==> config.mk <==
export PLATFORM = sky130hd
export DESIGN_NAME = systolic_ctrl
export DESIGN_NICKNAME = d
export VERILOG_FILES = /design/src/rtl/sysctrl_pkg.sv /design/src/rtl/systolic_ctrl.sv
export SDC_FILE = /design/constraint.sdc
export NUM_CORES = 1
export LEC_CHECK = 0
export BUFFER_PORTS_ARGS = -buffer_cell sky130_fd_sc_hd__buf_2
export CAP_MARGIN = 5
export CORE_AREA = 5 5 78 80
export CTS_CLUSTER_SIZE = 40
export DETAILED_ROUTE_END_ITERATION = 10
export DIE_AREA = 0 0 83 85
export GPL_ROUTABILITY_DRIVEN = 1
export MAX_ROUTING_LAYER = met4
export PLACE_DENSITY = 0.63
export SYNTH_ARGS = -nofsm -noshare
export SYNTH_HDL_FRONTEND = slang
export SYNTH_SLANG_ARGS = --single-unit
==> constraint.sdc <==
create_clock -name clk -period 3.5 [get_ports clk]
set_clock_uncertainty 0.1 [all_clocks]
set_input_delay 0 -clock clk [delete_from_list [all_inputs] [get_ports clk]]
set_output_delay 0 -clock clk [all_outputs]
set_load 0.005 [all_outputs]
==> src/rtl/sysctrl_pkg.sv <==
// sysctrl_pkg: state encoding and timing constants shared by the systolic_ctrl job sequencer.
package sysctrl_pkg;

    typedef enum logic [2:0] {
        IDLE,
        LOAD_A,
        STREAM,
        DRAIN,
        READ_C,
        CLEAR_C,
        DONE
    } sysctrl_state_t;

    localparam int DIM_DEFAULT  = 8;
    localparam int DRAIN_CYCLES = 2 * DIM_DEFAULT;
    localparam int READ_SETTLE  = 1;

endpackage

==> src/rtl/systolic_ctrl.sv <==
// systolic_ctrl: job sequencer for memA/memB/systolic_array (load A, stream B, drain, read C, clear C).
// Define SYSCTRL_CLEAR_EN to compile in the CLEAR_C phase; otherwise accumulators persist across jobs.
module systolic_ctrl
    import sysctrl_pkg::*;
#(
    parameter int DIM     = DIM_DEFAULT,
    parameter int BITS_AB = 8,
    parameter int ROWBITS = $clog2(DIM)
) (
    input  logic                     clk,
    input  logic                     rst,
    input  logic                     start,
    output logic                     busy,
    output logic                     done,
    input  logic                     in_valid,
    output logic                     in_ready,
    input  logic [DIM*BITS_AB-1:0]   in_data,
    output logic [DIM*BITS_AB-1:0]   ab_data,
    output logic                     mem_a_wren,
    output logic [ROWBITS-1:0]       mem_a_row,
    output logic                     mem_en,
    output logic                     sa_wren,
    output logic [ROWBITS-1:0]       sa_crow,
    output logic                     c_valid,
    input  logic                     c_ready
);

    // drain length scales with DIM at the package's cycles-per-row ratio
    localparam int DRAIN_N = DRAIN_CYCLES / DIM_DEFAULT * DIM;
    localparam int DW      = $clog2(DRAIN_N);

    sysctrl_state_t state_q, state_d;
    logic [ROWBITS:0] cnt_q, cnt_d, cnt_inc;
    logic [DW-1:0]    drn_q, drn_d;

    always_ff @(posedge clk) begin
        if (rst) begin
            state_q <= IDLE;
            cnt_q   <= '0;
            drn_q   <= '0;
        end else begin
            state_q <= state_d;
            cnt_q   <= cnt_d;
            drn_q   <= drn_d;
        end
    end

    always_comb begin
        state_d    = state_q;
        cnt_d      = cnt_q;
        drn_d      = drn_q;
        cnt_inc    = cnt_q + 1'b1;
        busy       = state_q != IDLE;
        done       = state_q == DONE;
        in_ready   = 1'b0;
        ab_data    = '0;
        mem_a_wren = 1'b0;
        mem_a_row  = '0;
        mem_en     = 1'b0;
        sa_wren    = 1'b0;
        sa_crow    = '0;
        c_valid    = 1'b0;
        case (state_q)
            IDLE: begin
                state_d = start ? LOAD_A : IDLE;
                cnt_d   = '0;
            end
            LOAD_A: begin
                in_ready   = 1'b1;
                ab_data    = in_data;
                mem_a_wren = in_valid;
                mem_a_row  = cnt_q[ROWBITS-1:0];
                if (in_valid) begin
                    cnt_d   = cnt_inc[ROWBITS] ? '0 : cnt_inc;
                    state_d = cnt_inc[ROWBITS] ? STREAM : LOAD_A;
                end
            end
            STREAM: begin
                in_ready = 1'b1;
                ab_data  = in_data;
                mem_en   = in_valid;
                if (in_valid) begin
                    cnt_d   = cnt_inc[ROWBITS] ? '0 : cnt_inc;
                    state_d = cnt_inc[ROWBITS] ? DRAIN : STREAM;
                    drn_d   = '0;
                end
            end
            DRAIN: begin
                mem_en = 1'b1;
                drn_d  = drn_q + 1'b1;
                if (drn_q == DW'(DRAIN_N - 1)) begin
                    state_d = READ_C;
                    cnt_d   = '0;
                    drn_d   = '0;
                end
            end
            READ_C: begin
                // drn_q doubles as the settle counter; Cout is valid once it reaches READ_SETTLE
                sa_crow = cnt_q[ROWBITS-1:0];
                c_valid = drn_q == DW'(READ_SETTLE);
                if (!c_valid) begin
                    drn_d = drn_q + 1'b1;
                end else if (c_ready) begin
                    drn_d = '0;
                    cnt_d = cnt_inc[ROWBITS] ? '0 : cnt_inc;
`ifdef SYSCTRL_CLEAR_EN
                    state_d = cnt_inc[ROWBITS] ? CLEAR_C : READ_C;
`else
                    state_d = cnt_inc[ROWBITS] ? DONE : READ_C;
`endif
                end
            end
`ifdef SYSCTRL_CLEAR_EN
            CLEAR_C: begin
                sa_wren = 1'b1;
                sa_crow = cnt_q[ROWBITS-1:0];
                cnt_d   = cnt_inc[ROWBITS] ? '0 : cnt_inc;
                state_d = cnt_inc[ROWBITS] ? DONE : CLEAR_C;
            end
`endif
            DONE: state_d = IDLE;
            default: state_d = IDLE;
        endcase
    end

endmodule
# After elaboration in Yosys (flattened, before gate mapping)
# Index checks and enable logic that the tools add are counted.
# totals
out_inout_bits,77
regBits,11
elab_cells,55
# op_classes
n_eq_ne,14
mux,28
add_sub_neg,2
reduce_logical,8
# op_table
cell,count
2-to-1 mux 64 bit,1
2-to-1 mux 4 bit,8
2-to-1 mux 3 bit,8
one-hot mux 4 bit (4 select lines),1
one-hot mux 3 bit (5 select lines),1
one-hot mux 4 bit (3 select lines),1
!= test 2 bit (second input constant),5
AND reduction 5 bit,2
adder 4 x 1 -> 4 bit (second input constant),2
equality test 3 x 2 -> 1 bit (second input constant),2
equality test 3 bit (second input constant),2
nonzero test 3 bit,2
2-to-1 mux 1 bit,5
equality test 4 x 1 -> 1 bit (second input constant),1
equality test 4 bit (second input constant),1
2-to-1 mux 2 bit,2
nonzero test 4 bit,1
equality test 3 x 1 -> 1 bit (second input constant),1
zero test 3 bit,1
!= test 3 bit (second input constant),1
AND reduction 3 bit,1
!= test 2 x 1 -> 1 bit (second input constant),1
one-hot mux 1 bit (2 select lines),1
OR reduction 2 bit,1

# Depth between registers and ports, before layout
# Gate-level depths: netlist of run 1.
# depth
ltp_word,5
ltp_mapped,6
depth_no_buf,6

# Least setup slack after synthesis of run 1
# OpenSTA, ideal clock, no wires.
# synth_timing
kind,reg-to-reg
from,register drn_q[0]
to,register cnt_q[0]
arrival_ps,1649
setup_slack_ps,1681
required_time_ps,3330
path_buffers,0
path_stages_with_launch,6
cell_sequence,dfxtp_1 ha_1 nor3b_1 a211oi_1 or4b_1 a21oi_1
# synth_via
elab_chain_cells,3
# synth_rtl
item,line_no,source
"start, declared",systolic_ctrl.sv:34,"logic [DW-1:0] drn_q, drn_d;"
"start signal, assigned",systolic_ctrl.sv:44,drn_q <= drn_d;
equality test 4 x 1 -> 1 bit / equality test 4 bit (equally long branches),"systolic_ctrl.sv:100, systolic_ctrl.sv:91",
!= test 2 bit (no line),-,
AND reduction 5 bit (no line) (*),-,
"end signal, assigned",systolic_ctrl.sv:43,cnt_q <= cnt_d;
"end, declared",systolic_ctrl.sv:33,"logic [ROWBITS:0] cnt_q, cnt_d, cnt_inc;"
# Mark *: on every way between the ends. The rest lies on a longest branch, timed or not.
# A chain may end at the register's enable or synchronous reset.

# Worst setup path in the final report of run 1
# layout_timing
from,register state_q[0]
to,output ab_data[43]
# layout_via
elab_chain_cells,3
# layout_rtl
item,line_no,source
"start, declared",systolic_ctrl.sv:32,"sysctrl_state_t state_q, state_d;"
"start signal, assigned",systolic_ctrl.sv:42,state_q <= state_d;
equality test 3 x 2 -> 1 bit / equality test 3 x 1 -> 1 bit (equally long branches),systolic_ctrl.sv:63,case (state_q)
OR reduction 2 bit (no line) (*),-,
2-to-1 mux 64 bit (*),systolic_ctrl.sv:63,
"end, declared",systolic_ctrl.sv:18,"output logic [DIM*BITS_AB-1:0] ab_data,"
# Marks and branches as above.

==> impl_metrics.env, run 1 <==
export IMPL_placed_cell_area_mm2=0.00195
export IMPL_status="completed"
export IMPL_start_util_pct=22.8
export IMPL_dieHeight_um=85
export IMPL_drt_initial_drc_count=62
export IMPL_clkLatencyLatePin_ns=0.24
export IMPL_rows=27
export IMPL_grt_pass1_wl_mm=7.96
export IMPL_ctsHoldBuffers=1
export IMPL_cp_data_required_time_ns=3.40
export IMPL_min_path_type="primary input to primary output"
export IMPL_cts_buffers_inserted=3
export IMPL_syn_nets=243
export IMPL_die_area_mm2=0.00706
export IMPL_p_leak_nw=1.15
export IMPL_coreArea_mm2=0.00534
export IMPL_ios=146
export IMPL_drt_wl_total_mm=5.08
export IMPL_area_delta_synth_final_pct=65.4
export IMPL_end_kind="primary output"
export IMPL_synth_distinct_cells=40
export IMPL_antenna_left=0
export IMPL_first_pass_iters=5
export IMPL_p_sw_share_pct=28.5
export IMPL_place_inst=370
export IMPL_fin_crit_ns=2.29
export IMPL_synth_avg_cell_area_um2=7.13
export IMPL_ys_ff_latch=10
export IMPL_hold_viol=0
export IMPL_power_density_mw_per_mm2=210
export IMPL_combPwrFrac_pct=36.7
export IMPL_die_w_um=83
export IMPL_drive_above_1_share_pct=49.8
export IMPL_syn_inst=171
export IMPL_setup_viol_count_final=0
export IMPL_synthArstFlopShare_pct=0
export IMPL_yosys_top_cells_area="and2_1, dfxtp_1, clkbuf_1, ha_1, nor4b_1"
export IMPL_fin_crit_sh_pct=65.5
export IMPL_fillCellCount=593
export IMPL_cts_root_buffer="clkbuf_8"
export IMPL_antenna_found_initial=1
export IMPL_finish_instance_area_mm2=0.00202
export IMPL_maxSlewViolCount=0
export IMPL_irDropWorstVdd_uv=91.4
export IMPL_timing_slew_headroom_pct=37.2
export IMPL_track_usage_pct=14.0
export IMPL_ys_flop_type="dfxtp_1"
export IMPL_power_w=0.000424
export IMPL_place_gp_congestion=0.795
export IMPL_synth_top_area_share_pct=35.4
export IMPL_dp_hpwl_mm=4.14
export IMPL_wire_per_inst_um=13.5
export IMPL_path_class="register to primary output"
export IMPL_fin_cells=376
export IMPL_clockPowerShare_pct=34.5
export IMPL_cts_tree="built"
export IMPL_synth_edff_count=0
export IMPL_p_sw_w=0.000121
export IMPL_clkTransAtPathRegs_ns=0.05
export IMPL_htreeDepth=1
export IMPL_cts_resized=0
export IMPL_crit_path_start_kind="register"
export IMPL_clock_path_buffers=2
export IMPL_postCtsSetupBuffers=0
export IMPL_power_internal_w=0.000303
export IMPL_cp_max_fo=65
export IMPL_syn_area_mm2=0.00122
export IMPL_yosysTopAreaCell="and2_1"
export IMPL_ys_seq_area_share_pct=16.4
export IMPL_timing_max_cap_violations=0
export IMPL_final_nets=376
export IMPL_dr_total_vias=1665
export IMPL_grt_max_degree=66
export IMPL_reg2reg_slack_ns=1.28
export IMPL_p_seq_share_pct=28.7
export IMPL_rsz0062_at_grt="no"
export IMPL_io_buffers=144
export IMPL_drc_errors=0
export IMPL_tightest_slew_ns=0.940
export IMPL_fin_setup_tns_ns=0
export IMPL_fmax_mhz=436
export IMPL_cts_sinks=10
export IMPL_arrival_ns=2.19
export IMPL_grt_overflow=0
export IMPL_grt_pass1_vias=1731
export IMPL_vias_per_cell=4.43
export IMPL_yosys_warnings=0
cells by family (layout without fill, tap and decap cells):
group	Yosys count	count (layout)	synth area share [%]
fa+ha+maj	3	3	3.08
mux	2	2	1.64
compound gates	22	22	11.7
xor+xnor	2	2	1.44
simple gates	112	112	57.5
buf+inv	19	151	7.91
other cells	1	2	0.308
flops	10	10	16.4
final cells by class:
type                            count  area [µm²]  share of cell area, %
Sequential cell                    10         200                   9.93
Timing Repair Buffer              145         731                   36.3
Clock buffer                        4        55.1                   2.73
Tap cell                           72        90.1                   4.47
Antenna cell                        1        2.50                  0.124
Inverter                            2        7.51                  0.372
Multi-Input combinational cell    142         930                   46.1
worst max-delay path, stage by stage (launching register included):
cell and delay (ns):
dfxtp_1 0.61, xnor2_1 0.22, nor2_4 0.74, and2_1 0.23, buf_2 0.13
cell usage after synthesis, types with 3 or more instances:
| library cell | count |
|---|---|
| nor4b_1 | 4 |
| ha_1 | 3 |
| and3_1 | 4 |
| nor2_1 | 8 |
| or3_1 | 3 |
| nor3_1 | 3 |
| dfxtp_1 | 10 |
| o21ai_0 | 6 |
| nor2b_1 | 4 |
| and2_1 | 69 |
| a21oi_1 | 5 |
| nand3_1 | 3 |
| clkbuf_1 | 11 |
registers in the layout, indices dropped and copies added (netlist names):
signal	flops
cnt_q	3
drn_q	4
state_q	3
power by group through the flow:
stage / Clock (W) / Combinational (W) / Sequential [W]
detailed placement: 0 / 0.000155 / 0.000124
finish: 0.000146 / 0.000156 / 0.000122
global placement: 0 / 0.000156 / 0.000124
global route: 0.000154 / 0.000177 / 0.000122
CTS: 0.000150 / 0.000158 / 0.000121
floorplan: 0 / 0.0000747 / 0.000120
cell usage in the layout (no fill, tap or decap), drive strengths merged, types with 3 or more instances in the layout:
cell type,count
buf,144
and2,69
dfxtp,10
nor2,8
o21ai,7
a21oi,5
nor2b,4
and3,4
nor4b,4
clkbuf,4
or3,3
nor3,3
nand3,3
ha,3
layer usage:
| metal | GRT usage [%] | vias to the layer above | wire length (µm) |
|---|---|---|---|
| li1 | - | 838 | - |
| met1 | 17.5 | 717 | 2200 |
| met2 | 20.8 | 103 | 2250 |
| met3 | 3.79 | 7 | 512 |
| met4 | 6.39 | 0 | 116 |
| met5 | - | - | 0 |
per-stage QoR:
stage / setup WS, ns / hold WS [ns] / util [%]
CTS: 1.19 / 0.166 / 37.7
finish: 1.21 / 0.167 / 37.8
detailed placement: 1.30 / 0.166 / 36.5
global route: 0.938 / 0.186 / 37.8
floorplan: 1.68 / 0.0103 / -
global placement: 1.36 / 0.167 / 36.5
worst paths after layout:
check,startpoint,endpoint,depth (start not counted)
worst max-delay path,state_q[0],ab_data[43],4
worst min-delay path,in_data[18],ab_data[18],3
worst max register to register,state_q[2],cnt_q[2],4
worst min register to register,cnt_q[1],cnt_q[1],2
Power figures use the tool's default switching activity.
==> run 2: changes to the inputs <==
Clock period 3.5 ns to 2.4 ns, I/O delays scaled along.
==> impl_metrics.env, run 2 (same netlist as run 1, synthesis figures left out) <==
export IMPL_top_regs="drn_q (4), cnt_q (3), state_q (3)"
export IMPL_rows=27
export IMPL_start_util_pct=22.8
export IMPL_htreeDepth=1
export IMPL_wl_met1_mm=2.25
export IMPL_ios=146
export IMPL_drt_initial_drc_count=25
export IMPL_dr_wl_met2_mm=2.31
export IMPL_worstHoldStart="start"
export IMPL_layout_commonest_cell="buf_2"
export IMPL_wire_per_inst_um=13.6
export IMPL_dp_hpwl_mm=4.21
export IMPL_area_delta_synth_final_pct=66.3
export IMPL_arrival_ns=2.16
export IMPL_grt_pass1_wl_mm=7.76
export IMPL_fmax_mhz=480
export IMPL_die_area_mm2=0.00706
export IMPL_top_layer_used="met4"
export IMPL_grt_overflow=0
export IMPL_largest_reg_flops=4
export IMPL_placed_cell_area_mm2=0.00197
export IMPL_fin_crit_sh_pct=86.8
export IMPL_crit_path_start_kind="register"
export IMPL_cts_resized=0
export IMPL_first_pass_iters=4
export IMPL_crit_chain="nor4b_1, or3_1, or4b_1, a21oi_1"
export IMPL_mostFrequentLayoutCells="buf_2, and2_1, dfxtp_1"
export IMPL_vias_per_cell=4.36
export IMPL_r2r_start="state_q[0]"
export IMPL_timing_max_cap_violations=0
export IMPL_cp_max_fo=17
export IMPL_track_usage_pct=14.0
export IMPL_fin_setup_tns_ns=0
export IMPL_end_kind="register"
export IMPL_clkLatencyLatePin_ns=0.24
export IMPL_io_buffers=144
export IMPL_power_density_mw_per_mm2=287
export IMPL_setup_ws_ns=0.318
export IMPL_place_gp_congestion=0.823
export IMPL_rr_worst_depth=4
export IMPL_clkTransAtPathRegs_ns=0.05
export IMPL_p_leak_nw=1.16
export IMPL_antenna_left=0
export IMPL_cts_buffers_inserted=3
export IMPL_drt_wl_total_mm=5.15
export IMPL_coreArea_mm2=0.00534
export IMPL_final_core_util_pct=38.0
export IMPL_dr_total_vias=1654
export IMPL_cts_root_buffer="clkbuf_8"
export IMPL_status="completed"
export IMPL_maxSlewViolCount=0
export IMPL_wl_met3_um=451
export IMPL_tightest_slew_ns=0.638
export IMPL_clock_path_buffers=2
export IMPL_grt_pass1_vias=1586
export IMPL_hold_viol=0
export IMPL_timing_rr_end="cnt_q[0]"
export IMPL_slowest_stage="dfxtp_1"
export IMPL_regMostFlops="drn_q"
export IMPL_power_w=0.000581
export IMPL_min_path_type="primary input to register"
export IMPL_drc_errors=0
export IMPL_cp_data_required_time_ns=2.47
export IMPL_die_w_um=83
export IMPL_hold_end="state_q[0]"
export IMPL_path_class="register to register"
export IMPL_reg2reg_slack_ns=0.32
export IMPL_rsz0062_at_grt="no"
export IMPL_cts_tree="built"
export IMPL_fin_crit_ns=2.08
export IMPL_hold_depth=5
export IMPL_timing_slew_headroom_pct=57.2
export IMPL_irDropWorstVdd_uv=112
export IMPL_final_nets=379
export IMPL_grt_max_degree=66
export IMPL_setup_viol_count_final=0
export IMPL_dieHeight_um=85
export IMPL_finish_instance_area_mm2=0.00203
export IMPL_antenna_found_initial=2
export IMPL_drive_above_1_share_pct=50.2
export IMPL_pre_cts_ws_ns=0.341
export IMPL_cts_sinks=10
export IMPL_cp_slowest_stage_delay_ns=0.62
-- run 2: metrics by stage --
step	hold WS, ns	cells
after floorplan	0.0103	171
after global placement	0.168	373
after detailed placement	0.167	373
after CTS	0.144	377
after global routing	0.180	379
final	0.157	379
-- run 2: how the worst max path moves through the flow --
stage | from | to | slack (ns) | cells after the start
detailed placement | state_q[0] | cnt_q[0] | 0.34 | 4
global route | state_q[0] | cnt_q[0] | 0.15 | 4
finish | state_q[0] | cnt_q[0] | 0.32 | 4
floorplan | drn_q[0] | cnt_q[0] | 0.58 | 5
global placement | state_q[2] | cnt_q[2] | 0.40 | 4
CTS | state_q[2] | cnt_q[2] | 0.32 | 4
-- run 2: area by class of cell --
class / instances / area (µm²)
Antenna cell: 2 / 5.00
Clock buffer: 3 / 41.3
Fill cell: 600 / 3310
Inverter: 2 / 7.51
Multi-Input combinational cell: 142 / 930
Sequential cell: 10 / 200
Tap cell: 72 / 90.1
Timing Repair Buffer: 148 / 753
-- run 2: critical path: cells and delay by family, from the launching register on --
family          cells  cell delay, ns
simple gates        3            1.15
flops               1            0.62
compound gates      1            0.13
-- run 2: timing repair --
item,4_1_cts,5_1_grt
hold endpoints to repair,9,0
hold buffers,1,0
setup buffers,0,0
-- run 2: power by group --
part | switching, W | total, W | internal [W]
Combinational | 0.0000986 | 0.000228 | 0.000129
Sequential | 0.00000813 | 0.000178 | 0.000170
Clock | 0.0000653 | 0.000175 | 0.000110
Total | 0.000172 | 0.000581 | 0.000409
-- run 2: metal layers --
| layer | global-route usage (%) | vias up |
|---|---|---|
| li1 | - | 842 |
| met1 | 17.6 | 715 |
| met2 | 20.3 | 90 |
| met3 | 3.50 | 7 |
| met4 | 7.73 | 0 |
| met5 | - | - |
